===== config.mk =====
export PLATFORM = sky130hd
export DESIGN_NAME = tank_barrel_array_flat
export DESIGN_NICKNAME = d
export VERILOG_FILES = /design/src/rtl/tank_barrel_array_if.sv /design/src/rtl/tank_barrel_array.sv /design/src/flat_wrapper.sv
export SDC_FILE = /design/constraint.sdc
export NUM_CORES = 1
export LEC_CHECK = 0
export ABC_CLOCK_PERIOD_IN_PS = 7200
export CAP_MARGIN = 5
export CORE_MARGIN = 2
export CORE_UTILIZATION = 35
export DETAILED_ROUTE_END_ITERATION = 12
export DONT_BUFFER_PORTS = 1
export SLEW_MARGIN = 20
export SYNTH_ARGS = -nofsm -noshare
export SYNTH_HDL_FRONTEND = slang
export SYNTH_SLANG_ARGS = --single-unit

===== constraint.sdc =====
create_clock -name frame_clk -period 7.2 [get_ports frame_clk]
set_input_delay 0.72 -clock frame_clk [delete_from_list [all_inputs] [get_ports frame_clk]]
set_output_delay 0.72 -clock frame_clk [all_outputs]
set_load 0.02 [all_outputs]

===== src/rtl/tank_barrel_array_if.sv =====
// tank_barrel_array_if: packed per-tank motion inputs and barrel/fire outputs
interface tank_barrel_array_if #(
  parameter int NUM_TANKS = 2,
  parameter int COORD_W = 10
);
  logic [NUM_TANKS*COORD_W-1:0] TankX;
  logic [NUM_TANKS*COORD_W-1:0] TankY;
  logic [NUM_TANKS*COORD_W-1:0] Tank_Size;
  logic [2*NUM_TANKS-1:0] p_direction;
  logic [NUM_TANKS-1:0] fire;
  logic [NUM_TANKS*COORD_W-1:0] BarrelX;
  logic [NUM_TANKS*COORD_W-1:0] BarrelY;
  logic [NUM_TANKS*COORD_W-1:0] Barrel_Length_Halved;
  logic [NUM_TANKS*COORD_W-1:0] Barrel_Height_Halved;
  logic [NUM_TANKS-1:0] fire_ready;
  logic [NUM_TANKS-1:0] shot_launch;
  modport master (
    output TankX, TankY, Tank_Size, p_direction, fire,
    input BarrelX, BarrelY, Barrel_Length_Halved, Barrel_Height_Halved, fire_ready, shot_launch
  );
  modport slave (
    input TankX, TankY, Tank_Size, p_direction, fire,
    output BarrelX, BarrelY, Barrel_Length_Halved, Barrel_Height_Halved, fire_ready, shot_launch
  );
endinterface


===== src/rtl/tank_barrel_array.sv =====
// tank_barrel_array: per-tank barrel geometry with fire-recoil FSM, cooldown and shot pulse
module tank_barrel_array #(
  parameter int NUM_TANKS = 2,
  parameter int COORD_W = 10,
  parameter int LONG_DIM = 6,
  parameter int SHORT_DIM = 4,
  parameter int GAP = 3,
  parameter int RECOIL_DEPTH = 3,
  parameter int RECOIL_HOLD = 2
) (
  input logic frame_clk,
  input logic Reset,
  tank_barrel_array_if.slave bus
);
  typedef enum logic [1:0] {READY, HOLD, RETURN} state_t;
  localparam logic [COORD_W-1:0] ONE = 1;
  localparam logic [COORD_W-1:0] GAP_W = COORD_W'(GAP);
  localparam logic [COORD_W-1:0] DEPTH_W = COORD_W'(RECOIL_DEPTH);
  localparam logic [COORD_W-1:0] HOLD_W = COORD_W'(RECOIL_HOLD);
  localparam logic [COORD_W-1:0] LONG_W = COORD_W'(LONG_DIM);
  localparam logic [COORD_W-1:0] SHORT_W = COORD_W'(SHORT_DIM);
  state_t st [NUM_TANKS];
  state_t st_n [NUM_TANKS];
  logic [COORD_W-1:0] rc [NUM_TANKS];
  logic [COORD_W-1:0] rc_n [NUM_TANKS];
  logic [COORD_W-1:0] hc [NUM_TANKS];
  logic [COORD_W-1:0] hc_n [NUM_TANKS];
  logic [COORD_W-1:0] off [NUM_TANKS];
  logic [COORD_W-1:0] x_n [NUM_TANKS];
  logic [COORD_W-1:0] y_n [NUM_TANKS];
  logic [COORD_W-1:0] tx [NUM_TANKS];
  logic [COORD_W-1:0] ty [NUM_TANKS];
  logic [1:0] dir [NUM_TANKS];
  logic [NUM_TANKS-1:0] acc;
  always_comb begin
    acc = '0;
    for (int t = 0; t < NUM_TANKS; t++) begin
      st_n[t] = st[t];
      rc_n[t] = rc[t];
      hc_n[t] = hc[t];
      case (st[t])
        READY: if (bus.fire[t]) begin
          st_n[t] = HOLD;
          rc_n[t] = DEPTH_W;
          hc_n[t] = HOLD_W - ONE;
          acc[t] = 1'b1;
        end
        HOLD: if (hc[t] != '0) hc_n[t] = hc[t] - ONE;
          else begin
            st_n[t] = RETURN;
            rc_n[t] = DEPTH_W - ONE;
          end
        default: begin
          rc_n[t] = rc[t] - ONE;
          if (rc[t] == ONE) st_n[t] = READY;
        end
      endcase
      // geometry uses the post-edge recoil so retraction lines up with shot_launch
      tx[t] = bus.TankX[t*COORD_W +: COORD_W];
      ty[t] = bus.TankY[t*COORD_W +: COORD_W];
      dir[t] = bus.p_direction[2*t +: 2];
      off[t] = bus.Tank_Size[t*COORD_W +: COORD_W] + GAP_W - rc_n[t];
      x_n[t] = dir[t] == 2'b00 ? tx[t] - off[t] : dir[t] == 2'b01 ? tx[t] + off[t] : tx[t];
      y_n[t] = dir[t] == 2'b10 ? ty[t] + off[t] : dir[t] == 2'b11 ? ty[t] - off[t] : ty[t];
    end
  end
  always_ff @(posedge frame_clk) begin
    for (int t = 0; t < NUM_TANKS; t++) begin
      if (Reset) begin
        st[t] <= READY;
        rc[t] <= '0;
        hc[t] <= '0;
        bus.BarrelX[t*COORD_W +: COORD_W] <= '0;
        bus.BarrelY[t*COORD_W +: COORD_W] <= '0;
        bus.Barrel_Length_Halved[t*COORD_W +: COORD_W] <= '0;
        bus.Barrel_Height_Halved[t*COORD_W +: COORD_W] <= '0;
        bus.fire_ready[t] <= 1'b1;
        bus.shot_launch[t] <= 1'b0;
      end else begin
        st[t] <= st_n[t];
        rc[t] <= rc_n[t];
        hc[t] <= hc_n[t];
        bus.BarrelX[t*COORD_W +: COORD_W] <= x_n[t];
        bus.BarrelY[t*COORD_W +: COORD_W] <= y_n[t];
        bus.Barrel_Length_Halved[t*COORD_W +: COORD_W] <= dir[t][1] ? LONG_W : SHORT_W;
        bus.Barrel_Height_Halved[t*COORD_W +: COORD_W] <= dir[t][1] ? SHORT_W : LONG_W;
        bus.fire_ready[t] <= st_n[t] == READY;
        bus.shot_launch[t] <= acc[t];
      end
    end
  end
endmodule


===== src/flat_wrapper.sv =====
// flat-port wrapper written by rule: the top's interface ports become plain ports
module tank_barrel_array_flat 
#(
  parameter int NUM_TANKS = 2,
  parameter int COORD_W = 10,
  parameter int LONG_DIM = 6,
  parameter int SHORT_DIM = 4,
  parameter int GAP = 3,
  parameter int RECOIL_DEPTH = 3,
  parameter int RECOIL_HOLD = 2
)
  (frame_clk, Reset, bus_TankX, bus_TankY, bus_Tank_Size, bus_p_direction, bus_fire, bus_BarrelX, bus_BarrelY, bus_Barrel_Length_Halved, bus_Barrel_Height_Halved, bus_fire_ready, bus_shot_launch);
  tank_barrel_array_if #(.NUM_TANKS(NUM_TANKS), .COORD_W(COORD_W)) bus_i ();
  input logic frame_clk;
  input logic Reset;
  input wire logic [$bits(bus_i.TankX)-1:0] bus_TankX;
  input wire logic [$bits(bus_i.TankY)-1:0] bus_TankY;
  input wire logic [$bits(bus_i.Tank_Size)-1:0] bus_Tank_Size;
  input wire logic [$bits(bus_i.p_direction)-1:0] bus_p_direction;
  input wire logic [$bits(bus_i.fire)-1:0] bus_fire;
  output wire logic [$bits(bus_i.BarrelX)-1:0] bus_BarrelX;
  output wire logic [$bits(bus_i.BarrelY)-1:0] bus_BarrelY;
  output wire logic [$bits(bus_i.Barrel_Length_Halved)-1:0] bus_Barrel_Length_Halved;
  output wire logic [$bits(bus_i.Barrel_Height_Halved)-1:0] bus_Barrel_Height_Halved;
  output wire logic [$bits(bus_i.fire_ready)-1:0] bus_fire_ready;
  output wire logic [$bits(bus_i.shot_launch)-1:0] bus_shot_launch;
  assign bus_i.TankX = bus_TankX;
  assign bus_i.TankY = bus_TankY;
  assign bus_i.Tank_Size = bus_Tank_Size;
  assign bus_i.p_direction = bus_p_direction;
  assign bus_i.fire = bus_fire;
  assign bus_BarrelX = bus_i.BarrelX;
  assign bus_BarrelY = bus_i.BarrelY;
  assign bus_Barrel_Length_Halved = bus_i.Barrel_Length_Halved;
  assign bus_Barrel_Height_Halved = bus_i.Barrel_Height_Halved;
  assign bus_fire_ready = bus_i.fire_ready;
  assign bus_shot_launch = bus_i.shot_launch;
  tank_barrel_array #(.NUM_TANKS(NUM_TANKS), .COORD_W(COORD_W), .LONG_DIM(LONG_DIM), .SHORT_DIM(SHORT_DIM), .GAP(GAP), .RECOIL_DEPTH(RECOIL_DEPTH), .RECOIL_HOLD(RECOIL_HOLD)) u_core (.frame_clk(frame_clk), .Reset(Reset), .bus(bus_i));
endmodule

-- Word-level counts from Yosys, hierarchy flattened
Memories as Yosys holds them, arrays and structs flattened.
Cells that the tools add are included.
- $add $sub $neg: 16
- equal/unequal tests: 10
- mux-type cells: 43
- bitwise operators: 8
- reduce and logical (&&, ||, !) cells: 10
- operators by type and width (operator ; count):
    $mux 10 ; 20
    $pmux 10 s2 ; 4
    $sub 10x10->10 ; 6
    $add 10x10->10 ; 4
    $sub 10x1->10 const B ; 4
    $mux 2 ; 12
    $add 10x2->10 const B ; 2
    $eq 10x1->1 const B ; 2
    $reduce_bool 10->1 ; 2
    $logic_not 2->1 ; 6
    $eq 2x1->1 const B ; 4
    $eq 2x2->1 const B ; 4
    $pmux 2 s2 ; 2
    $or 1x1->1 ; 6
    $mux 1 ; 5
    $reduce_or 2->1 ; 2
    $not 1->1 ; 2
- register bits: 84
- RAM bits: 44
- bits of input ports: 68
- output and inout port bits: 84
- word-level logic and storage cells: 97
- memories kept: 3
- memory list (memory ; depth ; width ; rd ports ; clocked after memory_dff ; wr ports ; RTL line ; source):
    u_core.hc ; 2 ; 10 ; 2 ; 0 ; 2 ; tank_barrel_array.sv:26 ; logic [COORD_W-1:0] hc [NUM_TANKS];
    u_core.rc ; 2 ; 10 ; 2 ; 0 ; 2 ; tank_barrel_array.sv:24 ; logic [COORD_W-1:0] rc [NUM_TANKS];
    u_core.st ; 2 ; 2 ; 2 ; 0 ; 2 ; tank_barrel_array.sv:22 ; state_t st [NUM_TANKS];

-- Depth between registers and ports, before layout
An unclocked memory read counts as a cell.
- depth in word-level cells: 8
- gate-level depth with buffers: 27
- mapped depth without buffers: 26

-- Least setup slack after synthesis
OpenSTA, ideal clock, no wires.
- path kind: reg2reg
- from: memory u_core.hc[1][0]
- to: register u_core.bus.BarrelX[19]
- library setup time: 70 ps
- arrival: 5063 ps
- data required time: 7130 ps
- slack: 2067 ps
- stages on the path, launching flop included: 25
- path buffers: 1
- path through: dfxtp_1 > inv_1 > ha_1 > or4b_1 > o41a_1 > or2_2 > clkbuf_1 > nand3_1 > o21ai_0 > ha_1 > inv_1 > ha_1 > a21o_1 > a21oi_1 > xnor2_1 > inv_1 > ha_1 > or2_2 > a2111oi_0 > o31ai_1 > a2111oi_0 > nor2_1 > xor2_1 > or3_1 > a21oi_1
- RTL lines (element ; RTL line ; source):
    start: declaration ; tank_barrel_array.sv:26 ;
    end signal: indexed assignment ; tank_barrel_array.sv:83 ; bus.BarrelX[t*COORD_W +: COORD_W] <= x_n[t];
    end: declaration ; tank_barrel_array_if.sv:23 ; output BarrelX, BarrelY, Barrel_Length_Halved, Barrel_Height_Halved, fire_ready, shot_launch

==> metrics.md <==
| Metric | Value |
|---|---|
| Core area | 21800 um^2 |
| Post-synthesis average cell area | just over 8 um^2 |
| Hold Buf Count CTS | 0 |
| Post-synth cell types | 70 |
| Routed via count | between 6000 and 7000 |
| Fillers | approximately 2200 |
| Worst reg2reg path startpoint | u_core.hc[0][0]$_SDFFE_PP0P_ |
| Commonest non-fill, non-tap cell in the layout | nor2_1 |
| Via/cell ratio | 5.12 |
| Crit-path max FO | 7 |
| HP Class | input port to flop |
| First-pass GRT wire length | between 20000 and 30000 um |
| CTS Buf Count | 9 |
| Port Buffers | 0 |
| Initial core utilization | ~36% |
| Ys async rst share | 0% |
| Initial DRT Pass Iterations | 5 |
| DRT antenna net count | 0 |
| CP Capture Type | flop |
| GRT overflow | 0 |
| Routability cong. | roughly 0.83 |
| WP data arrival | between 5 and 6 ns |
| Final worst setup slack | around 1.6 ns |
| Die Area | between 20000 and 25000 um^2 |
| Seq/Total Area, Yosys | 23.9% |
| TritonCTS clock tree | yes |
| Die height | 153 um |
| Longest Clk Path Bufs | 2 |
| Layout Skew | ~0.016 ns |
| Yosys Warn Count | 0 |
| Mapped Cells | 953 |
| Die width | roughly 150 um |
| Post-DP HPWL | 14100 um |
| Commonest non-fill, non-tap cells in the layout | nor2_1 (125), ha_1 (114), dfxtp_1 (93), a21oi_1 (71), inv_1 (70) |
| #FFs+latches synth | between 90 and 100 |
| Final #Nets | about 1100 |
| Crit path capture | u_core.bus.BarrelX[9]$_SDFF_PP0_ |
| Final hold vios | 0 |
| Crit Path Class | flop to flop |
| Dominant cells by area after synthesis | dfxtp_1 (24%), ha_1 (18%), nor2_1 (6.0%) |
| Post-CTS Resized | 0 |
| Worst r2r dst | u_core.bus.BarrelX[9]$_SDFF_PP0_ |
| Tcrit/Tclk final | between 70% and 80% |
| Antenna violations before repair | 1 |
| RSZ-0062 raised after global routing | no |
| Fin crit period | 5.63 ns |
| Crit path from | u_core.hc[0][0]$_SDFFE_PP0P_ |
| Max Cap Viol | 0 |
| Gr usage total | around 15% |
| Slew Viols, Final | 0 |
| Worst endpoint required time | 7.46 ns |
| Synthesis-to-finish area growth | 4.46% |
| Post-synth EDFFs | 0 |
| Initial DRC Count | ~310 |
| Critical Path Source Type | flop |
| Slew margin rel. | 48.8% |
| Largest net degree at the start of global routing | 67 |
| FP Rows | 54 |
| HP Start | Reset |
| Yosys top cell area share | roughly a quarter |
| CTS clk-pin slew, worst paths | approximately 0.08 ns |
| Dpl ws | about 1.6 ns |
| Vias in the first global route | ~5700 |
| Residual DRC count | 0 |
| Area leader, netlist | dfxtp_1 |
| # setup viols final | 0 |
| Postcts setup bufs | 0 |
| Total clock sinks | 93 |
| Slew @ Worst Pin | 0.767 ns |
| Register-to-Register Path Depth | 23 |
| Worst reg-to-reg setup slack | 1.57 ns |
| Clk_lat worst skew | roughly 0.36 ns |
| Status | complete, no violations |
| Netlist Area Pre-Place | roughly 7800 um^2 |
| F_max | 178 MHz |
| H-tree depth | 3 |
| I/O pin total | between 150 and 200 |
| Layout cells sized above 1 | under 10% |
| Ys flop type | dfxtp_1 |
| Diode count | 0 |
| Setup TNS | 0 ns |
| Wire per inst | around 15 um |
| Post-Route WL | between 15000 and 20000 um |
| Root buffer cell | clkbuf_16 |
-- worst min path at each step --
stage,depth (start not counted),end,slack (ns)
6_report,1,u_core.bus.BarrelY[7]$_SDFF_PP0_,0.45
2_1_floorplan,2,u_core.hc[1][3]$_SDFFE_PP0P_,0.47
5_1_grt,1,u_core.bus.BarrelX[0]$_SDFF_PP0_,0.43
3_3_place_gp,2,u_core.hc[1][3]$_SDFFE_PP0P_,0.49
3_5_place_dp,1,u_core.hc[1][0]$_SDFFE_PP0P_,0.49
4_1_cts,1,u_core.bus.BarrelY[7]$_SDFF_PP0_,0.42
-- critical path, stage by stage, from the launching register on --
cell and delay [ns]:
dfxtp_1 0.33, inv_1 0.11, ha_1 0.17, or3b_2 0.48
nor4_2 0.37, nor2_1 0.21, nand3_1 0.14, o21ai_0 0.11
ha_1 0.29, inv_1 0.05, ha_1 0.26, a21o_1 0.17
a21oi_1 0.21, o21bai_1 0.09, a21oi_1 0.23, xnor2_1 0.23
ha_1 0.37, or4_1 0.48, o221a_2 0.25, a211o_1 0.25
a22oi_1 0.20, xnor2_1 0.17, a21oi_1 0.10, a31o_2 0.24
-- logic make-up after synthesis --
logic type | synth area share (%)
DFF | 23.9
xor gates and xnor gates | 7.49
muxes | 2.20
adders and majority gates | 20.9
buffers and inverters | 8.53
and+or+nand+nor | 17.2
other | 0.0481
AOI/OAI and AO/OA | 19.8
-- metrics by stage --
stage          hold WS, ns  instances  instance area, um^2  utilization, %
6_report             0.445       1216                 8150            37.3
3_5_place_dp         0.491       1200                 7870            36.1
5_1_grt              0.428       1216                 8150            37.3
2_1_floorplan        0.467        984                 7920               -
4_1_cts              0.417       1216                 8150            37.3
3_3_place_gp         0.486       1200                 7870            36.1
-- registers in the layout, summed over array words and instances (netlist names) --
name,flops
u_core.bus.BarrelX,20
u_core.bus.BarrelY,20
u_core.bus.Barrel_Height_Halved,2
u_core.bus.Barrel_Length_Halved,3
u_core.bus.fire_ready,2
u_core.bus.shot_launch,2
u_core.hc,20
u_core.rc,20
u_core.st,4
-- area by class of cell --
cell class,instances,area [um^2],share of cell area (%)
multi-input cells,756,5390,66.1
well taps,280,350,4.30
inverters,70,263,3.22
clock inverters,6,37.5,0.461
flip-flops and latches,93,1860,22.8
clock buffers,10,239,2.93
repair buffers,1,7.51,0.0921
-- Yosys cell counts (all sizes together), types with 15 or more instances --
cell / number
a211oi: 18
a21o: 19
a21oi: 72
buf: 40
clkbuf: 24
dfxtp: 93
ha: 114
inv: 70
mux2i: 16
nand2: 53
nor2: 125
nor3: 16
o21ai: 42
o21bai: 15
xnor2: 39
xor2: 25
-- metal layers --
metal,vias up,track usage [%],share of wire [%]
met2,133,24.0,44
met1,2841,20.9,49
met5,-,0,0.087
met3,22,3.57,5.3
li1,3224,-,-
met4,2,5.25,1.7
Power is not shown: default switching activity piles up to over one toggle a cycle in this logic, so the estimate is an artifact.
